[src/rtl/vram_write_arbiter.sv]
// vram_write_arbiter: round-robin owner of the single VRAM write port.
// Bounded bursts keep one requester from starving the others.
module vram_write_arbiter #(
  parameter int REQUESTERS = 4,
  parameter int ADDR_BITS  = 13,
  parameter int DATA_BITS  = 16,
  parameter int MAX_BURST  = 8
) (
  input  logic                            clk,
  input  logic                            reset,
  input  logic [REQUESTERS-1:0]           req_valid,
  output logic [REQUESTERS-1:0]           req_ready,
  input  logic [REQUESTERS-1:0]           req_last,
  input  logic [REQUESTERS*ADDR_BITS-1:0] req_addr,
  input  logic [REQUESTERS*DATA_BITS-1:0] req_data,
  input  logic                            vram_stall,
  output logic                            vram_we,
  output logic [ADDR_BITS-1:0]            vram_addr,
  output logic [DATA_BITS-1:0]            vram_data,
  output logic                            grant_valid,
  output logic [$clog2(REQUESTERS)-1:0]   grant_id
);

  localparam int IDW = $clog2(REQUESTERS);
  localparam int CW  = $clog2(MAX_BURST + 1);

  localparam logic [IDW-1:0] LAST_ID   = IDW'(REQUESTERS - 1);
  localparam logic [CW-1:0]  BURST_END = CW'(MAX_BURST);

  typedef enum logic {
    IDLE,
    GRANT
  } state_e;

  state_e               state_q, state_d;
  logic [IDW-1:0]       rr_ptr_q, rr_ptr_d;
  logic [IDW-1:0]       owner_q, owner_d;
  logic [CW-1:0]        beat_cnt_q, beat_cnt_d;
  logic                 we_q, we_d;
  logic [ADDR_BITS-1:0] addr_q, addr_d;
  logic [DATA_BITS-1:0] data_q, data_d;

  logic                 pick_found;
  logic [IDW-1:0]       pick_idx;
  logic                 own_valid;
  logic                 own_last;
  logic [ADDR_BITS-1:0] own_addr;
  logic [DATA_BITS-1:0] own_data;
  logic                 in_grant;
  logic                 beat;
  logic [CW-1:0]        beat_inc;
  logic                 rel;
  logic [IDW-1:0]       next_ptr;

  assign own_valid = req_valid[owner_q];
  assign own_last  = req_last[owner_q];
  assign own_addr  = req_addr[owner_q*ADDR_BITS +: ADDR_BITS];
  assign own_data  = req_data[owner_q*DATA_BITS +: DATA_BITS];

  assign in_grant = (state_q == GRANT);
  assign beat     = in_grant & own_valid & ~vram_stall;
  assign beat_inc = beat_cnt_q + 1'b1;
  assign next_ptr = (owner_q == LAST_ID) ? '0 : owner_q + 1'b1;

  // Ownership ends on a last beat, a full burst, or the owner going idle.
  assign rel = in_grant &
               (~own_valid |
                (beat & (own_last | (beat_inc == BURST_END))));

  // Scan for the first valid requester starting at the round-robin pointer.
  always_comb begin
    logic [IDW:0] sum;
    pick_found = 1'b0;
    pick_idx   = '0;
    sum        = '0;
    for (int k = 0; k < REQUESTERS; k++) begin
      sum = {1'b0, rr_ptr_q} + (IDW+1)'(k);
      if (sum >= (IDW+1)'(REQUESTERS)) begin
        sum = sum - (IDW+1)'(REQUESTERS);
      end
      if (!pick_found && req_valid[sum[IDW-1:0]]) begin
        pick_found = 1'b1;
        pick_idx   = sum[IDW-1:0];
      end
    end
  end

  // Only the owner may be ready, and only while the VRAM port is free.
  always_comb begin
    req_ready = '0;
    if (in_grant && !vram_stall) begin
      req_ready[owner_q] = 1'b1;
    end
  end

  // Next-state logic for the arbiter FSM and the registered write port.
  always_comb begin
    state_d    = state_q;
    rr_ptr_d   = rr_ptr_q;
    owner_d    = owner_q;
    beat_cnt_d = beat_cnt_q;
    we_d       = 1'b0;
    addr_d     = addr_q;
    data_d     = data_q;
    unique case (state_q)
      IDLE: begin
        if (pick_found && !vram_stall) begin
          owner_d    = pick_idx;
          beat_cnt_d = '0;
          state_d    = GRANT;
        end
      end
      GRANT: begin
        if (beat) begin
          we_d       = 1'b1;
          addr_d     = own_addr;
          data_d     = own_data;
          beat_cnt_d = beat_inc;
        end
        if (rel) begin
          rr_ptr_d = next_ptr;
          state_d  = IDLE;
        end
      end
    endcase
  end

  // State and output registers; reset aborts any burst in flight.
  always_ff @(posedge clk or posedge reset) begin
    if (reset) begin
      state_q    <= IDLE;
      rr_ptr_q   <= '0;
      owner_q    <= '0;
      beat_cnt_q <= '0;
      we_q       <= 1'b0;
      addr_q     <= '0;
      data_q     <= '0;
    end else begin
      state_q    <= state_d;
      rr_ptr_q   <= rr_ptr_d;
      owner_q    <= owner_d;
      beat_cnt_q <= beat_cnt_d;
      we_q       <= we_d;
      addr_q     <= addr_d;
      data_q     <= data_d;
    end
  end

  assign vram_we     = we_q;
  assign vram_addr   = addr_q;
  assign vram_data   = data_q;
  assign grant_valid = in_grant;
  assign grant_id    = owner_q;

endmodule

[config.mk]
export PLATFORM = sky130hd
export DESIGN_NAME = vram_write_arbiter
export DESIGN_NICKNAME = d
export VERILOG_FILES = /design/src/rtl/vram_write_arbiter.sv
export SDC_FILE = /design/constraint.sdc
export NUM_CORES = 1
export LEC_CHECK = 0
export BUFFER_PORTS_ARGS = -buffer_cell sky130_fd_sc_hd__buf_2
export CAP_MARGIN = 20
export CORE_MARGIN = 4
export CORE_UTILIZATION = 45
export CTS_BUF_LIST = sky130_fd_sc_hd__clkbuf_16
export DETAILED_ROUTE_END_ITERATION = 12
export HOLD_SLACK_MARGIN = 0.03
export MAX_ROUTING_LAYER = met4
export PLACE_DENSITY = 0.83
export SLEW_MARGIN = 15
export SYNTH_ARGS = -nofsm -noshare
export SYNTH_HDL_FRONTEND = slang
export SYNTH_SLANG_ARGS = --single-unit
[constraint.sdc]
create_clock -name clk -period 3.6 [get_ports clk]
set_input_delay 1.08 -clock clk [delete_from_list [all_inputs] [get_ports clk]]
set_output_delay 1.08 -clock clk [all_outputs]
set_load 0.02 [all_outputs]
==> key figures, run 1 <==
Worst setup path
  – Arr. time, crit path: 1.85 ns
  – Most frequent CP cell: buf_2
  – CP max FO: 5
  – FF-to-FF Start: grant_id[1]$_DFFE_PP0P_
  – Crit Path Category: input pin to output pin
  – Levels on crit path: 4
  – CP endpoint kind: output pin
  – CP max stage cell: nor2b_1
  – CP Buf/Inv Count: 2
  – CP startpoint: vram_stall
  – Crit path cell chain: buf_2 -> nor2b_1 -> and2_1 -> buf_2
  – Cells on worst reg2reg path: 5
  – Max incr delay on CP: 0.33 ns
  – Worst setup SP type: input pin
  – WP data required: 2.52 ns
  – Crit path max-delay family: simple AND/OR/NAND/NOR gates

Synthesis
  – Post-synthesis mux area share: 45.4%
  – Area share of and/or/nand/nor cells after synthesis: 4.87%
  – Post-synth top area share: 38.4%
  – Post-synthesis sequential area ratio: 38.4%
  – Async SR Flop Fraction: 100%
  – Synth cell count leaders: 39 x dfrtp_1, 31 x mux4_2, 26 x mux2_4, 8 x inv_1, 6 x nand2_1
  – Synth unique cells: 32
  – Largest family of logic cells by synthesized area: multiplexers
  – Most common cell in the synthesized netlist: dfrtp_1
  – Synth Flop Type: dfrtp_1
  – Number of synthesized register bits: 39
  – Cells after Synth: 166
  – Dominant cells by area after synthesis: dfrtp_1 38%, mux4_2 27%, mux2_4 15%, ha_1 2.5%, mux2_2 2.2%
  – Syn avg cell area: 15.3 µm²
  – Yosys warns: 0
  – Mapped cell area: 2540 µm²
  – Number of synthesized flops with an enable pin: 0
  – Syn nets: 298
  – Complex-gate fraction of the synthesized area: 4.43%
  – Adder-Cell Fraction of Synth Area: 2.46%
  – Synth area leader: dfrtp_1
  – Post-synthesis xor/xnor area fraction: 0%

CTS
  – Clock sink total: 39
  – Clock Path Buffers: 2
  – Clock-pin slew on the worst setup and hold paths: 0.05 ns
  – TritonCTS buffer count: 5
  – Cts hold-fix bufs: 0
  – CTS tree: done
  – Root Driver: clkbuf_16
  – Postcts setup bufs: 0
  – Clk_lat worst skew: 0.27 ns
  – Post-CTS sizing: 0
  – # H-tree levels: 2

Die
  – Initial core utilization: 46.1%
  – Core ar.: 5510 µm²
  – Full die area: 6910 µm²
  – Num rows: 27
  – Die H: 83.1 µm
  – I/O pins: 164
  – Die width: 83.1 µm

Final layout
  – Finished Cell Area: 3600 µm²
  – N_diodes: 0
  – P&R area growth vs syn: 41.5%
  – Nets: 461
  – Ratio of cells with drive above 1 in the final layout: 72.7%
  – Non-Filler Instances: 402
  – Fill cells: 433

Placement
  – Dpl hpwl: 5270 µm
  – GPL Wtd Cong: 0.858
  – Dpl ws: 0.662 ns
  – IO Port Bufs: 163
  – Placed Instances: 394
  – DP Area: 3400 µm²

Power
  – Max VDD drop: 0.431 mV
  – PnR Total Power: 0.00291 W
  – P_leak: 1.80 nW
  – PwrDens: 810 nW/µm²

Global routing
  – Gr ovfl total: 0
  – First-pass GRT wire length: 10800 µm
  – GR Util All Layers: 20.0%
  – Largest net degree at the start of global routing: 34
  – Vias in the first global route: 2303
  – Antenna violations before repair: 0

Route
  – # DRC: 0
  – Vias: 2139
  – DRT iter0 DRCs: 24
  – DR pass1 iterations: 4
  – Antenna viol nets, final: 0
  – Drt total wl: 6570 µm
  – Vias per std cell: 5.32
  – Wire per inst: 16.3 µm

Status
  – Status: complete, no violations

Hold path
  – HP Class: flop to flop
  – Hold path cells: 1
  – Worst hold start: beat_cnt_q[3]$_DFFE_PP0P_

Timing
  – Final Hold Violating Endpoints: 0
  – Worst setup margin: 0.665 ns
  – Post-route minimum period: 2.93 ns
  – Worst-margin pin slew: 0.662 ns
  – Period Utilization, post-route: 81.5%
  – RSZ-0062 raised after global routing: no
  – Setup TNS: 0 ns
  – Max-slew violations: 0
  – Setup violations, final: 0
  – Max_slew headroom: 55.6%
  – Peak Freq: 0.341 GHz
  – Clock skew: 0.00363 ns

Job
  – Max-Cap Viols: 0
[report_power, final]
| group | leakage (nW) | switching (W) | internal, W |
|---|---|---|---|
| clock network | 0.0900 | 0.000168 | 0.000397 |
| registers | 0.472 | 0.000192 | 0.000649 |
| logic | 1.24 | 0.000686 | 0.000819 |
| total | 1.80 | 0.00105 | 0.00186 |
[flip-flops by register name (all words and copies together), names as in the netlist]
signal,flops
beat_cnt_q,4
vram_data,16
rr_ptr_q,2
vram_we,1
vram_addr,13
grant_valid,1
grant_id,2
[per-stage QoR]
step,utilization [%],hold slack [ns]
finish,65.3,0.494
global route,65.3,0.510
CTS,65.3,0.498
detailed placement,61.8,0.487
global placement,61.8,0.485
floorplan,-,0.460
[cell usage in the layout, fill, tap and decap left out, types with 2 or more instances in the layout]
master and instances:
a21oi_1 3, a31oi_1 3, and2_1 4, buf_2 163
buf_4 4, bufinv_16 2, clkbuf_16 5, dfrtp_1 38
ha_1 5, inv_1 7, mux2_2 5, mux2_4 26
mux4_2 31, nand2_1 6, nand3_1 5, o21ai_0 2
o22ai_1 2
[worst register-to-register path: cells and delay by family (launching register included)]
kind / cells / cell delay, ns
buffers and inverters: 2 / 0.84
DFF: 1 / 0.68
muxes: 2 / 0.77
and+or+nand+nor: 1 / 0.08
[metal layers]
layer  up-vias  GRT usage [%]  share of wire, %
met4         0           7.28               1.6
met5         -              -                 0
li1        980              -                 -
met1      1039           23.6                40
met3        10           4.46               8.1
met2       110           33.7                50
[area by class of cell]
class / count / area (µm²) / area share, %
multi-input combinational: 107 / 1450 / 40.4
inverter: 9 / 36.3 / 1.01
sequential: 39 / 977 / 27.2
timing repair buffer: 167 / 846 / 23.5
clock inverter: 3 / 67.6 / 1.88
tap: 72 / 90.1 / 2.51
clock buffer: 5 / 125 / 3.48
[worst paths after layout]
| path | end | slack (ns) |
|---|---|---|
| setup / recovery | req_ready[0] | 0.67 |
| hold reg to reg | beat_cnt_q[3]$_DFFE_PP0P_ | 0.49 |
| setup reg to reg | vram_addr[7]$_DFFE_PP0P_ | 1.11 |
| hold / removal | beat_cnt_q[3]$_DFFE_PP0P_ | 0.49 |
| min in group asynchronous | vram_addr[2]$_DFFE_PP0P_ | 0.81 |
| max in group asynchronous | vram_addr[12]$_DFFE_PP0P_ | 2.14 |
[cells by family after synthesis]
kind of cell,Yosys count
fa+ha+maj,5
mux,63
buf+inv,20
flops,39
compound gates,17
simple gates,22
Power figures use the tool's default switching activity.
==> inputs of run 2 (changes only) <==
Settings changed: CORE_UTILIZATION 45 to 39, PLACE_DENSITY 0.83 to 0.76.
Clock period 3.6 ns to 2.5 ns, I/O delays scaled along.
==> run 2 against run 1 <==
Compared with the run above:
- critical path depth is the same
- first-iteration DRC count increased by 67%
- setup slack got worse by 0.38 ns
- final area decreased by 0.52%
- die area is 14% higher
- routed wire length rose by 5.6%
- final cell count up 1.7%
- sequential power increased by 40%
- sequential cell count unchanged
- worst hold slack gained 0.011 ns
- via count shrank 0.37%
- critical path type is now flop to output pin
- largest power group unchanged
- highest routed layer unchanged
==> key figures, run 2 (synthesis results as in run 1) <==
Global routing
  – First-pass GRT wire length: 10100 µm (was 10800 µm)
  – Largest net degree at the start of global routing: 34 (unchanged)
  – GR Util All Layers: 17.4% (was 20.0%)
  – Vias in the first global route: 2079 (was 2303)
  – Gr ovfl total: 0 (unchanged)
  – Antenna violations before repair: 0 (unchanged)

Die
  – Num rows: 29 (was 27)
  – Initial core utilization: 40.0% (was 46.1%)
  – Die H: 88.7 µm (was 83.1 µm)
  – Die width: 88.7 µm (was 83.1 µm)
  – I/O pins: 164 (unchanged)
  – Core ar.: 6350 µm² (was 5510 µm²)
  – Full die area: 7870 µm² (was 6910 µm²)

Timing
  – Max-slew violations: 0 (unchanged)
  – Period Utilization, post-route: 88.5%
  – Clock skew: 0.00272 ns (was 0.00363 ns)
  – Final Hold Violating Endpoints: 0 (unchanged)
  – Peak Freq: 0.452 GHz
  – Max_slew headroom: 50.7% (was 55.6%)
  – Post-route minimum period: 2.21 ns
  – Setup violations, final: 0 (unchanged)
  – RSZ-0062 raised after global routing: no (unchanged)
  – Setup TNS: 0 ns (unchanged)
  – Worst-margin pin slew: 0.736 ns (was 0.662 ns)

Hold path
  – Worst hold start: vram_addr[5]$_DFFE_PP0P_ (was beat_cnt_q[3]$_DFFE_PP0P_)
  – Hold path cells: 1 (unchanged)
  – HP Class: flop to flop (unchanged)

Worst setup path
  – Cells on worst reg2reg path: 5 (unchanged)
  – Worst setup SP type: flop (was input pin)
  – CP max FO: 9 (was 5)
  – Arr. time, crit path: 1.46 ns (was 1.85 ns)
  – CP endpoint kind: output pin (unchanged)
  – Crit Path Category: flop to output pin (was input pin to output pin)
  – FF-to-FF Start: grant_id[0]$_DFFE_PP0P_ (was grant_id[1]$_DFFE_PP0P_)
  – CP startpoint: grant_id[1]$_DFFE_PP0P_ (was vram_stall)
  – WP data required: 1.75 ns (was 2.52 ns)

Power
  – PnR Total Power: 0.00402 W (was 0.00291 W)
  – P_leak: 1.80 nW (about the same)
  – Max VDD drop: 0.615 mV (was 0.431 mV)
  – PwrDens: 1120 nW/µm² (was 810 nW/µm²)

Job
  – Max-Cap Viols: 0 (unchanged)

CTS
  – CTS tree: done (unchanged)
  – Cts hold-fix bufs: 0 (unchanged)
  – Clock-pin slew on the worst setup and hold paths: 0.06 ns (was 0.05 ns)
  – Clock Path Buffers: 2 (unchanged)
  – Postcts setup bufs: 0 (unchanged)
  – Post-CTS sizing: 0 (unchanged)
  – Clk_lat worst skew: 0.27 ns (about the same)
  – Root Driver: clkbuf_16 (unchanged)
  – # H-tree levels: 2 (unchanged)
  – Clock sink total: 39 (unchanged)
  – TritonCTS buffer count: 5 (unchanged)

Route
  – Vias per std cell: 5.21 (was 5.32)
  – DRT iter0 DRCs: 40 (was 24)
  – Vias: 2131 (was 2139)
  – # DRC: 0 (unchanged)
  – Antenna viol nets, final: 0 (unchanged)
  – Drt total wl: 6940 µm (was 6570 µm)
  – DR pass1 iterations: 4 (unchanged)
  – Wire per inst: 17.0 µm (was 16.3 µm)

Final layout
  – Fill cells: 535 (was 433)
  – N_diodes: 0 (unchanged)
  – Most common cell after layout, fill and taps aside: buf_2 (unchanged)
  – Most frequent cells in the layout: 163 x buf_2, 38 x dfrtp_1, 31 x mux4_2 (unchanged)
  – Finished Cell Area: 3580 µm² (was 3600 µm²)
  – P&R area growth vs syn: 40.8% (was 41.5%)
  – Max FFs per register: 16 (unchanged)
  – Ratio of cells with drive above 1 in the final layout: 72.9% (was 72.7%)
  – Nets: 463 (was 461)

Placement
  – Dpl hpwl: 5680 µm (was 5270 µm)
  – DP Area: 3440 µm² (was 3400 µm²)
  – IO Port Bufs: 163 (unchanged)
  – GPL Wtd Cong: 0.838 (was 0.858)

Status
  – Status: complete, no violations (unchanged)
## run 2: stage by stage
step / cells / util, % / hold WS (ns) / worst slack (ns)
5_1_grt: 409 / 56.3 / 0.521 / 0.201
4_1_cts: 409 / 56.3 / 0.510 / 0.285
3_5_place_dp: 401 / 54.1 / 0.494 / 0.295
6_report: 409 / 56.3 / 0.505 / 0.287
3_3_place_gp: 401 / 54.1 / 0.487 / 0.332
2_1_floorplan: 166 / - / 0.460 / 0.247
## run 2: power by group
group          switching, W  internal (W)
clock              0.000239      0.000364
combinational       0.00104       0.00119
sequential         0.000242      0.000937
total               0.00152       0.00249
## run 2: worst paths after layout
kind                                             to  slack (ns)
setup / recovery                       req_ready[0]        0.29
hold / removal             vram_addr[5]$_DFFE_PP0P_        0.50
setup reg to reg            rr_ptr_q[0]$_DFFE_PP0P_        0.53
hold reg to reg            vram_addr[5]$_DFFE_PP0P_        0.50
max in group asynchronous   grant_id[0]$_DFFE_PP0P_        1.49
min in group asynchronous  vram_data[0]$_DFFE_PP0P_        0.51
## run 2: routing by layer
| metal | share of wire [%] | up-vias | global-route usage, % |
|---|---|---|---|
| li1 | - | 981 | - |
| met1 | 40 | 1041 | 21.2 |
| met2 | 51 | 107 | 30.6 |
| met3 | 9.2 | 2 | 3.54 |
| met4 | 0.27 | 0 | 2.47 |
| met5 | 0 | - | - |
## run 2: worst max-delay path, stage by stage (launching register included)
cell and delay, ns:
dfrtp_1 0.58, inv_1 0.12, ha_1 0.19, and2_1 0.13, buf_2 0.15
## run 2: layout make-up
type                    count  area [µm²]  area share, %
multi-input cells         107        1450           40.6
flip-flops and latches     39         977           27.3
clock inverters             3        15.0          0.420
well taps                  77        96.3           2.69
repair buffers            169         873           24.4
inverters                   9        36.3           1.01
clock buffers               5         125           3.50
